$ cat src/rtl/fetch_pkg.sv
// Shared definitions for the instruction fetch sequencer: state encodings
// and the byte-select values driven to the instruction register.
package fetch_pkg;

    localparam logic [1:0] IDLE    = 2'd0;
    localparam logic [1:0] FETCH_L = 2'd1;
    localparam logic [1:0] FETCH_H = 2'd2;
    localparam logic [1:0] DONE    = 2'd3;

    localparam logic IRLH_LSB = 1'b0;
    localparam logic IRLH_MSB = 1'b1;

    // True for the two states that own the memory port.
    function automatic logic is_fetch_state(input logic [1:0] s);
        return (s == FETCH_L) || (s == FETCH_H);
    endfunction

endpackage

$ cat src/rtl/instruction_fetch_unit_if.sv
// Byte-wide instruction memory port between the fetch unit and memory.
// Handshake: the fetch unit holds MemRdEn=1 with a stable MemAddr until the
// memory answers MemReady=1; MemData is only meaningful in a cycle where
// MemReady=1, and exactly one byte is consumed per such cycle. MemReady may
// stay low for any number of cycles.
interface instruction_fetch_unit_if #(
    parameter int ADDR_W = 8
);
    logic [ADDR_W-1:0] MemAddr;
    logic              MemRdEn;
    logic [7:0]        MemData;
    logic              MemReady;

    modport master (
        output MemAddr,
        output MemRdEn,
        input  MemData,
        input  MemReady
    );

    modport slave (
        input  MemAddr,
        input  MemRdEn,
        output MemData,
        output MemReady
    );
endinterface

$ cat src/rtl/instruction_fetch_unit_pc_counter.sv
// Program counter: synchronous reset to RESET_PC, parallel load, and
// increment that wraps modulo 2^ADDR_W.
module pc_counter #(
    parameter int                ADDR_W   = 8,
    parameter logic [ADDR_W-1:0] RESET_PC = '0
) (
    input  logic              Clock,
    input  logic              Reset,
    input  logic              Load,
    input  logic [ADDR_W-1:0] LoadValue,
    input  logic              Inc,
    output logic [ADDR_W-1:0] Count
);

    // Load has priority over increment; the top never asserts both together.
    always_ff @(posedge Clock) begin
        if (Reset)
            Count <= RESET_PC;
        else if (Load)
            Count <= LoadValue;
        else if (Inc)
            Count <= Count + 1'b1;
    end

endmodule

$ cat src/rtl/instruction_fetch_unit.sv
// Instruction fetch sequencer: on Start reads two bytes (LSB at PC, MSB at
// PC+1) and streams them into the 16-bit instruction register, then pulses
// Done for one cycle. IR write signals are Mealy outputs so the register
// captures on the same edge the FSM advances.
module instruction_fetch_unit
    import fetch_pkg::*;
#(
    parameter int                ADDR_W   = 8,
    parameter logic [ADDR_W-1:0] RESET_PC = '0
) (
    input  logic                      Clock,
    input  logic                      Reset,
    input  logic                      Start,
    input  logic                      PCLoad,
    input  logic [ADDR_W-1:0]         PCLoadValue,
    instruction_fetch_unit_if.master  mem,
    output logic [7:0]                IRData,
    output logic                      IRWrite,
    output logic                      IRLH,
    output logic [ADDR_W-1:0]         PC,
    output logic                      Busy,
    output logic                      Done,
    output logic [1:0]                State
);

    logic [1:0] state;
    logic [1:0] state_next;
    logic       byte_write;
    logic       pc_load;

    // Registered FSM state.
    always_ff @(posedge Clock) begin
        if (Reset)
            state <= IDLE;
        else
            state <= state_next;
    end

    // Next state: Start/PCLoad are only looked at in IDLE, PCLoad winning.
    always_comb begin
        state_next = state;
        case (state)
            IDLE:    if (!PCLoad && Start) state_next = FETCH_L;
            FETCH_L: if (mem.MemReady)     state_next = FETCH_H;
            FETCH_H: if (mem.MemReady)     state_next = DONE;
            DONE:    state_next = IDLE;
            default: state_next = IDLE;
        endcase
    end

    // Mealy outputs: a byte is written in any fetch cycle the memory answers.
    always_comb begin
        Busy        = is_fetch_state(state);
        byte_write  = Busy && mem.MemReady;
        pc_load     = (state == IDLE) && PCLoad;
        mem.MemRdEn = Busy;
        mem.MemAddr = PC;
        IRWrite     = byte_write;
        IRLH        = (byte_write && state == FETCH_H) ? IRLH_MSB : IRLH_LSB;
        IRData      = byte_write ? mem.MemData : 8'h00;
        Done        = (state == DONE);
        State       = state;
    end

    pc_counter #(
        .ADDR_W   (ADDR_W),
        .RESET_PC (RESET_PC)
    ) u_pc (
        .Clock     (Clock),
        .Reset     (Reset),
        .Load      (pc_load),
        .LoadValue (PCLoadValue),
        .Inc       (byte_write),
        .Count     (PC)
    );

endmodule
$ cat src/flat_wrapper.sv
// flat-port wrapper written by rule: the top's interface ports become plain ports
module instruction_fetch_unit_flat import fetch_pkg::*;
#(
    parameter int                ADDR_W   = 8,
    parameter logic [ADDR_W-1:0] RESET_PC = '0
)
  (Clock, Reset, Start, PCLoad, PCLoadValue, IRData, IRWrite, IRLH, PC, Busy, Done, State, mem_MemAddr, mem_MemRdEn, mem_MemData, mem_MemReady);
  instruction_fetch_unit_if #(.ADDR_W(ADDR_W)) mem_i ();
  input  logic Clock;
  input  logic Reset;
  input  logic Start;
  input  logic PCLoad;
  input  logic [ADDR_W-1:0] PCLoadValue;
  output logic [7:0] IRData;
  output logic IRWrite;
  output logic IRLH;
  output logic [ADDR_W-1:0] PC;
  output logic Busy;
  output logic Done;
  output logic [1:0] State;
  output wire logic [$bits(mem_i.MemAddr)-1:0] mem_MemAddr;
  output wire logic [$bits(mem_i.MemRdEn)-1:0] mem_MemRdEn;
  input wire logic [$bits(mem_i.MemData)-1:0] mem_MemData;
  input wire logic [$bits(mem_i.MemReady)-1:0] mem_MemReady;
  assign mem_MemAddr = mem_i.MemAddr;
  assign mem_MemRdEn = mem_i.MemRdEn;
  assign mem_i.MemData = mem_MemData;
  assign mem_i.MemReady = mem_MemReady;
  instruction_fetch_unit #(.ADDR_W(ADDR_W), .RESET_PC(RESET_PC)) u_core (.Clock(Clock), .Reset(Reset), .Start(Start), .PCLoad(PCLoad), .PCLoadValue(PCLoadValue), .mem(mem_i), .IRData(IRData), .IRWrite(IRWrite), .IRLH(IRLH), .PC(PC), .Busy(Busy), .Done(Done), .State(State));
endmodule
$ cat config.mk
export PLATFORM = sky130hd
export DESIGN_NAME = instruction_fetch_unit_flat
export DESIGN_NICKNAME = d
export VERILOG_FILES = /design/src/rtl/fetch_pkg.sv /design/src/rtl/instruction_fetch_unit_if.sv /design/src/rtl/instruction_fetch_unit_pc_counter.sv /design/src/rtl/instruction_fetch_unit.sv /design/src/flat_wrapper.sv
export SDC_FILE = /design/constraint.sdc
export NUM_CORES = 1
export LEC_CHECK = 0
export CAP_MARGIN = 20
export CORE_MARGIN = 2
export CORE_UTILIZATION = 33
export DETAILED_ROUTE_END_ITERATION = 8
export PLACE_DENSITY = 0.77
export SYNTH_ARGS = -nofsm -noshare
export SYNTH_HDL_FRONTEND = slang
export SYNTH_SLANG_ARGS = --single-unit
$ cat constraint.sdc
create_clock -name Clock -period 1.9 [get_ports Clock]
set_clock_uncertainty 0.1 [all_clocks]
set_input_delay 0.38 -clock Clock [delete_from_list [all_inputs] [get_ports Clock]]
set_output_delay 0.38 -clock Clock [all_outputs]
set_load 0.02 [all_outputs]
==> results.ini, run 1 <==
[sta]
whs_ns = 0.457
timing.slew.headroom_pct = 75.3
fmax_mhz = 540
hold_viol_final = 0
finalSetupViolCount = 0
tightest_slew_ns = 0.369
slew_violations = 0
period_needed_ns = 1.85
period_share_pct = 97.5
fin_setup_tns_ns = 0

[route]
wl_met3_um = 188
viasPerCell = 4.84
final_antenna_net_count = 0
drtIter0Drc = 5
drcViolationCount = 0
first_pass_iters = 3
drt-total-wl_um = 2140
met1Wirelength_um = 893
num_vias = 822
wire_per_inst_um = 12.6
wl_met2_um = 1040
dr.max_layer_used = met4

[synth]
ys_warn_count = 0
synth-seq-area-share_pct = 28.4
synth_nets = 114
synth_flop_cell = dfxtp_1
synth_edf_count = 0
synth_area_um2 = 704
avgSynthCellArea_um2 = 8.10
synth-async-reset-ratio_pct = 0
ys_seq_elements = 10
synth_cell_types = 24
syn_inst = 87

[clock_tree]
tritoncts = done
root_buffer = clkbuf_4
clock_latency_ns = 0.26
cts_sinks = 10
clockBufferDepth = 2
numCtsBuffers = 3
path_clk_slew_ns = 0.06
h-tree-depth = 1

[die]
core_um2 = 1980
dieArea_um2 = 2520
io_pins = 52
start_util_pct = 35.5
die_y_um = 50.2
row_count = 16
die_w_um = 50.2

[grt]
grt_max_degree = 13
grt_pass1_vias = 798
grt.total_usage_pct = 16.8
grt-ovfl-total = 0
grt_pass1_wl_um = 3330
antenna_found_initial = 0

[final_layout]
n_antenna_cell = 0
drive_gt1_share_pct = 32.2
num-nets-final = 172
design_area_um2 = 1310
area_delta_synth_final_pct = 86.0

[critical_path]
crit_path_end_kind = primary output
startpoint_type = register
critPathKind = register to primary output
cp_data_required_time_ns = 1.42
path_max_fanout = 6
arrival_ns = 1.37

[power]
pwr_density_cell_nw_per_um2 = 1530
p_leak_uw = 0.000606
worst_ir_drop_vdd_v = 0.00115

[placement]
gp_congestion = 0.748
hpwl_um = 1610
postPlaceCellArea_um2 = 1260
io_buffer_count = 51

[flow_run]
drv_cap = 0

[run_status]
status = complete, no violations

[worst_hold_path]
hp-class = register to register

==> power by group <==
| part | total, uW | internal (uW) | switching (uW) |
|---|---|---|---|
| Clock | 142 | 73.1 | 68.9 |
| Combinational | 1480 | 767 | 718 |
| Sequential | 382 | 288 | 94.3 |
==> layer usage <==
metal,vias up,global-route usage (%)
met5,-,0
met4,0,4.17
met3,2,3.87
met2,42,32.2
met1,364,18.2
li1,414,-
==> critical path, cell delays in order, from the launching register on <==
cell and delay [ns]:
dfxtp_2 0.33, inv_2 0.05, ha_4 0.29, buf_12 0.11, dlygate4sd2_1 0.32
==> Yosys cell counts, types with 2 or more instances <==
| cell type | number | area share (%) |
|---|---|---|
| a211oi_1 | 5 | 5.3 |
| nand2_1 | 5 | 2.7 |
| buf_4 | 9 | 9.6 |
| o21ai_0 | 2 | 1.4 |
| or3_1 | 2 | 1.8 |
| dfxtp_1 | 10 | 28 |
| xor2_1 | 2 | 2.5 |
| xnor2_1 | 2 | 2.5 |
| clkbuf_1 | 3 | 1.6 |
| a311oi_1 | 3 | 3.7 |
| nand3_1 | 2 | 1.4 |
| and3_1 | 9 | 8.0 |
| nand4_1 | 2 | 1.8 |
| inv_1 | 3 | 1.6 |
| nor2_1 | 13 | 6.9 |
| ha_1 | 6 | 11 |
| nand2b_1 | 2 | 1.8 |
==> final timing paths <==
kind / start / to / slack [ns] / depth (start not counted)
worst max register to register: u_core.State[0] / u_core.u_pc.Count[3] / 0.14 / 7
worst min register to register: u_core.u_pc.Count[1] / u_core.u_pc.Count[1] / 0.46 / 2
worst max-delay path: u_core.State[0] / mem_MemRdEn / 0.05 / 4
worst min-delay path: u_core.u_pc.Count[1] / u_core.u_pc.Count[1] / 0.46 / 2
==> cell type report <==
| class | count | area [um2] |
|---|---|---|
| multi-input combinational | 61 | 445 |
| clock buffer | 3 | 22.5 |
| timing repair buffer | 66 | 594 |
| tap | 27 | 33.8 |
| sequential | 10 | 203 |
| fill | 174 | 672 |
| inverter | 3 | 11.3 |
==> flip-flops by register name, summed over array words and instances, names as in the netlist <==
register and flops:
u_core.u_pc.Count 8, u_core.State 2
==> per-stage QoR <==
step | utilization [%] | total power (uW) | setup slack, ns | instances
floorplan | - | 1160 | 0.0311 | 87
finish | 66.1 | 2010 | 0.0482 | 170
CTS | 64.1 | 1920 | 0.00202 | 168
detailed placement | 63.4 | 1730 | -0.370 | 162
global route | 66.1 | 2140 | -0.00399 | 170
global placement | 63.4 | 1690 | -0.355 | 162
==> kinds of logic after synthesis <==
group | synth area share (%)
AO/OA/AOI/OAI | 13.5
multiplexers | 1.42
adder cells (fa/ha/maj) | 10.7
XOR/XNOR | 4.97
flip-flops | 28.4
AND/OR/NAND/NOR | 27.7
buffers and inverters | 13.3
==> cell usage in the layout (no fill, tap or decap), types with 3 or more instances in the layout <==
master	instances
clkdlybuf4s50_1	36
buf_4	14
nor2_1	12
and3_2	9
buf_2	9
dfxtp_1	8
nand2_1	5
a211oi_1	5
ha_1	5
inv_2	3
a311oi_1	3
clkbuf_4	3
==> what timing repair did <==
item                       CTS  global route
pin swaps                    1             2
resized for setup           45             8
setup endpoints to repair   13             7
hold buffers                 0             0
setup buffers                3             2
(Power assumes the default switching activity.)
==> run 2, diff against run 1 <==
CORE_UTILIZATION = 30   (was 33)
PLACE_DENSITY = 0.71   (was 0.77)
==> run 2 against run 1 <==
Count of clock-buffer cells in the layout up 1. Clock power grew 36%. Register-to-register slack lost 0.02 ns. Worst hold slack about the same. Critical path type unchanged. Largest power group unchanged.
==> results.ini, run 2 (synthesized netlist as in run 1, its figures left out) <==
[placement]
hpwl_um = 1660  ; +3.3%
dpl.cell_count = 166  ; +2.5%
gp_congestion = 0.711  ; -5.1%
io_buffer_count = 51  ; unchanged

[route]
drtIter0Drc = 7  ; +2
wire_per_inst_um = 12.9  ; +2.6%
drt-total-wl_um = 2210  ; +3.2%
drcViolationCount = 0  ; unchanged
first_pass_iters = 4  ; +1
final_antenna_net_count = 0  ; unchanged
viasPerCell = 4.85  ; +0.26%
num_vias = 829  ; +0.85%

[critical_path]
path_max_fanout = 7  ; +1
arrival_ns = 1.37  ; about the same
cp_data_required_time_ns = 1.42  ; about the same
startpoint_type = register
critPathKind = register to primary output
crit_path_end_kind = primary output

[die]
row_count = 17  ; +1
die_y_um = 52.5  ; +4.5%
start_util_pct = 31.8  ; -3.7 points
die_w_um = 52.5  ; +4.5%
io_pins = 52  ; unchanged
core_um2 = 2210  ; +12%
dieArea_um2 = 2750  ; +9.2%

[final_layout]
n_antenna_cell = 0  ; unchanged
final_cell_mix = 37 x clkdlybuf4s50_1, 17 x buf_4, 12 x nor2_1
num-nets-final = 171  ; -0.58%
multiInputGateArea_um2 = 437  ; -2.0%
final_core_util_pct = 58.3  ; -7.8 points
area_delta_synth_final_pct = 82.9
seq_area_um2 = 203  ; unchanged
largest_register = u_core.u_pc.Count
drive_gt1_share_pct = 33.6  ; +1.4 points
num-fill-cells = 223  ; +28%
final_common_cell = clkdlybuf4s50_1
largest_reg_flops = 8  ; unchanged
stdcell_count = 171  ; +0.59%

[grt]
grt-ovfl-total = 0  ; unchanged
met1_usage_pct = 19.8  ; +1.6 points
grt.total_usage_pct = 17.1  ; +0.25 points
grt_pass1_wl_um = 3540  ; +6.4%
grt_pass1_vias = 828  ; +3.8%
grt_util_met2_pct = 31.7  ; -0.57 points
top_usage_layer = met2
antenna_found_initial = 0  ; unchanged
grt_max_degree = 13  ; unchanged
grt_use_met3_pct = 2.57  ; -1.3 points

[clock_tree]
clockBufferDepth = 2  ; unchanged
path_clk_slew_ns = 0.07  ; about the same
h-tree-depth = 1  ; unchanged
cts_sinks = 10  ; unchanged
numCtsBuffers = 3  ; unchanged
tritoncts = done
clock_latency_ns = 0.27  ; about the same
root_buffer = clkbuf_4

[sta]
fin_setup_tns_ns = 0  ; unchanged
timing.slew.headroom_pct = 73.6  ; -1.8 points
hold_viol_final = 0  ; unchanged
fmax_mhz = 539  ; -0.14%
tightest_slew_ns = 0.395  ; +0.0268 ns
finalSetupViolCount = 0  ; unchanged
slew_violations = 0  ; unchanged
rsz0062_at_grt = false
period_share_pct = 97.6  ; +0.13 points
period_needed_ns = 1.85  ; +0.00253 ns

[power]
worst_ir_drop_vdd_v = 0.000814  ; -29%
pwr_density_cell_nw_per_um2 = 1530  ; about the same
p_leak_uw = 0.000570  ; -5.9%
power_uw = 1970  ; -1.7%

[worst_hold_path]
hp-class = register to register

[flow_run]
drv_cap = 0  ; unchanged

[run_status]
status = complete, no violations

==> run 2: cell count changes in the layout (fill, tap and decap cells not counted), sizes merged <==
| cell | change |
|---|---|
| clkbuf | +3 |
| dlymetal6s2s | -2 |
| buf | -1 |
| clkdlybuf4s15 | -1 |
| clkdlybuf4s50 | +1 |
==> run 2: layout make-up <==
type	instances	area share, %
Sequential cell	10	15.7
Timing Repair Buffer	65	44.0
Inverter	3	0.874
Multi-Input combinational cell	61	33.9
Tap cell	28	2.72
Clock buffer	4	2.82
==> run 2: layer usage <==
metal	share of wire (%)	up-vias
met5	0	-
met4	0.81	0
met3	5.1	4
met2	54	27
met1	40	386
li1	-	412
==> run 2: final timing paths <==
kind	cells after the start	to	startpoint	slack, ns
worst max-delay path	5	IRData[4]	u_core.State[1]	0.05
worst min-delay path	2	u_core.u_pc.Count[1]	u_core.u_pc.Count[1]	0.46
worst max register to register	7	u_core.u_pc.Count[6]	u_core.State[1]	0.12
worst min register to register	2	u_core.u_pc.Count[1]	u_core.u_pc.Count[1]	0.46
==> run 2: through the flow <==
stage / hold slack, ns / area (um2) / worst slack (ns)
after CTS: 0.453 / 1330 / 0.000474
after detailed placement: 0.436 / 1280 / -0.473
after floorplan: 0.451 / 721 / 0.0311
after global routing: 0.500 / 1290 / 0.00852
final: 0.457 / 1290 / 0.0456
after global placement: 0.439 / 1280 / -0.447
==> run 2: repair_timing <==
action | CTS | global route
setup endpoints to repair | 13 | 10
gates resized for setup | 39 | 20
buffers inserted | 0 | 1
hold buffers | 0 | 0
pin swaps | 1 | 3
==> run 2: critical path: stages, from the launching register on <==
cell and delay, ns:
dfxtp_2 0.33, inv_2 0.05, ha_4 0.30, buf_6 0.12, and3_2 0.17, buf_4 0.13
==> run 2: power breakdown <==
group / switching (uW) / total, uW / internal [uW]
Clock: 77.1 / 193 / 116
Sequential: 92.1 / 380 / 288
Combinational: 708 / 1400 / 693
Total: 877 / 1970 / 1100
==> run 3, diff against run 2 <==
clock period = 2.3 ns   (was 1.9 ns; I/O delays follow)
==> run 3 against run 2 <==
Sequential power decreased by 20%. First-iteration DRC count increased to 2.7 times the previous value. Largest cell class unchanged. Sequential share of layout area increased by 0.34 points.
==> results.ini, run 3 (synthesized netlist as in run 1, its figures left out) <==
[run_status]
status = complete, no violations

[die]
start_util_pct = 31.8  ; unchanged
io_pins = 52  ; unchanged
die_w_um = 52.5  ; unchanged
row_count = 17  ; unchanged
die_y_um = 52.5  ; unchanged
core_um2 = 2210  ; unchanged
dieArea_um2 = 2750  ; unchanged

[critical_path]
crit_path_end_kind = primary output
path_max_fanout = 10  ; +3
cp_slowest_cell = clkdlybuf4s50_1
critPathKind = input port to primary output
arrival_ns = 1.59  ; +0.22 ns
cp_cell_sequence = clkdlybuf4s50_1, buf_4, and3_1, dlygate4sd2_1
cpLargestDelayFamily = buffers and inverters
cp_num_buf_inv = 3  ; unchanged
cp_data_required_time_ns = 1.74  ; +0.32 ns
critPathMaxStageDelay_ns = 0.48  ; +0.15 ns
startpoint_type = input port

[route]
num_vias = 771  ; -7.0%
drtIter0Drc = 19  ; +12
drt-total-wl_um = 1860  ; -16%
viasPerCell = 4.73  ; -2.4%
wire_per_inst_um = 11.4  ; -12%
first_pass_iters = 4  ; unchanged
drcViolationCount = 0  ; unchanged
final_antenna_net_count = 0  ; unchanged

[clock_tree]
path_clk_slew_ns = 0.06  ; about the same
clock_latency_ns = 0.26  ; about the same
cts_hold_buf = 0  ; unchanged
clockBufferDepth = 2  ; unchanged
h-tree-depth = 1  ; unchanged
numCtsBuffers = 3  ; unchanged
root_buffer = clkbuf_4
cts_sinks = 10  ; unchanged
cts_setup_buffers = 0  ; unchanged
tritoncts = done

[final_layout]
num-fill-cells = 223  ; unchanged
final_common_cell = clkdlybuf4s50_1
design_area_um2 = 1250  ; -3.3%
drive_gt1_share_pct = 9.63  ; -24 points
n_antenna_cell = 0  ; unchanged
final_core_util_pct = 56.3  ; -1.9 points
seq_area_um2 = 200  ; -1.2%
largest_register = u_core.u_pc.Count
largest_reg_flops = 8  ; unchanged
final_cell_mix = 39 x clkdlybuf4s50_1, 13 x nor2_1, 12 x dlygate4sd2_1
stdcell_count = 163  ; -4.7%
area_delta_synth_final_pct = 76.9
multiInputGateArea_um2 = 423  ; -3.2%
num-nets-final = 163  ; -4.7%

[placement]
io_buffer_count = 51  ; unchanged
gp_congestion = 0.682  ; -4.0%
dpl.cell_count = 159  ; -4.2%
hpwl_um = 1530  ; -8.0%
postPlaceCellArea_um2 = 1210  ; -5.4%

[grt]
grt_pass1_vias = 740  ; -11%
grt_max_degree = 18  ; +5
grt.total_usage_pct = 15.2  ; -1.9 points
grt-ovfl-total = 0  ; unchanged
grt_pass1_wl_um = 3200  ; -9.6%
antenna_found_initial = 0  ; unchanged

[sta]
fmax_mhz = 465
whs_ns = 0.454  ; -0.00255 ns
tightest_slew_ns = 0.515  ; +0.120 ns
period_share_pct = 93.5
slew_violations = 0  ; unchanged
period_needed_ns = 2.15
timing.slew.headroom_pct = 65.6  ; -8.0 points
hold_viol_final = 0  ; unchanged
rsz0062_at_grt = false
finalSetupViolCount = 0  ; unchanged

[power]
worst_ir_drop_vdd_v = 0.000620  ; -24%
pwr_density_cell_nw_per_um2 = 1190  ; -22%
p_leak_uw = 0.000560  ; -1.7%

[flow_run]
drv_cap = 0  ; unchanged

[worst_hold_path]
hp-class = register to register

-- run 3: layer usage --
layer  up-vias  part of all wire, %  global-route usage [%]  wire, um
met5         -                    0                       0         0
met4         0                    0                    2.56         0
met3         0                  5.9                    3.43       110
met2        27                   52                    27.5       967
met1       348                   42                    18.4       781
li1        396                    -                       -         -
-- run 3: metrics by stage --
step | worst slack [ns] | total power (uW) | TNS, ns
global route | 0.0759 | 1600 | 0
global placement | -0.116 | 1340 | -1.06
finish | 0.150 | 1480 | 0
detailed placement | -0.133 | 1360 | -1.16
floorplan | 0.159 | 939 | 0
CTS | 0.0906 | 1470 | 0
-- run 3: final timing paths --
check	start	to	slack, ns	cells after the start
worst max register to register	u_core.State[1]	u_core.u_pc.Count[6]	0.52	6
worst min-delay path	u_core.u_pc.Count[1]	u_core.u_pc.Count[1]	0.45	2
worst max-delay path	mem_MemReady	IRData[3]	0.15	4
worst min register to register	u_core.u_pc.Count[1]	u_core.u_pc.Count[1]	0.45	2
-- run 3: layout make-up --
class                   count  share of cell area (%)
clock buffers               4                    2.91
inverters                   3                   0.904
multi-input cells          61                    33.9
flip-flops and latches     10                    16.1
well taps                  28                    2.81
repair buffers             57                    43.4
-- run 3: tightest hold or removal path, cell delays in order, from the launching register on --
cell,delay (ns)
dfxtp_1,0.35
nand2_1,0.07
a311oi_1,0.08
-- run 3: repair_timing --
action | 4_1_cts | 5_1_grt
endpoints found under the hold margin | 0 | 0
gates resized for setup | 13 | 1
pin swaps | 0 | 0
setup endpoints to repair | 12 | 1
-- run 3: power by group --
group          switching, uW  internal (uW)  leakage (uW)
clock                   58.9           95.9     0.0000210
combinational            534            489      0.000457
sequential              71.0            234     0.0000828
total                    664            819      0.000560
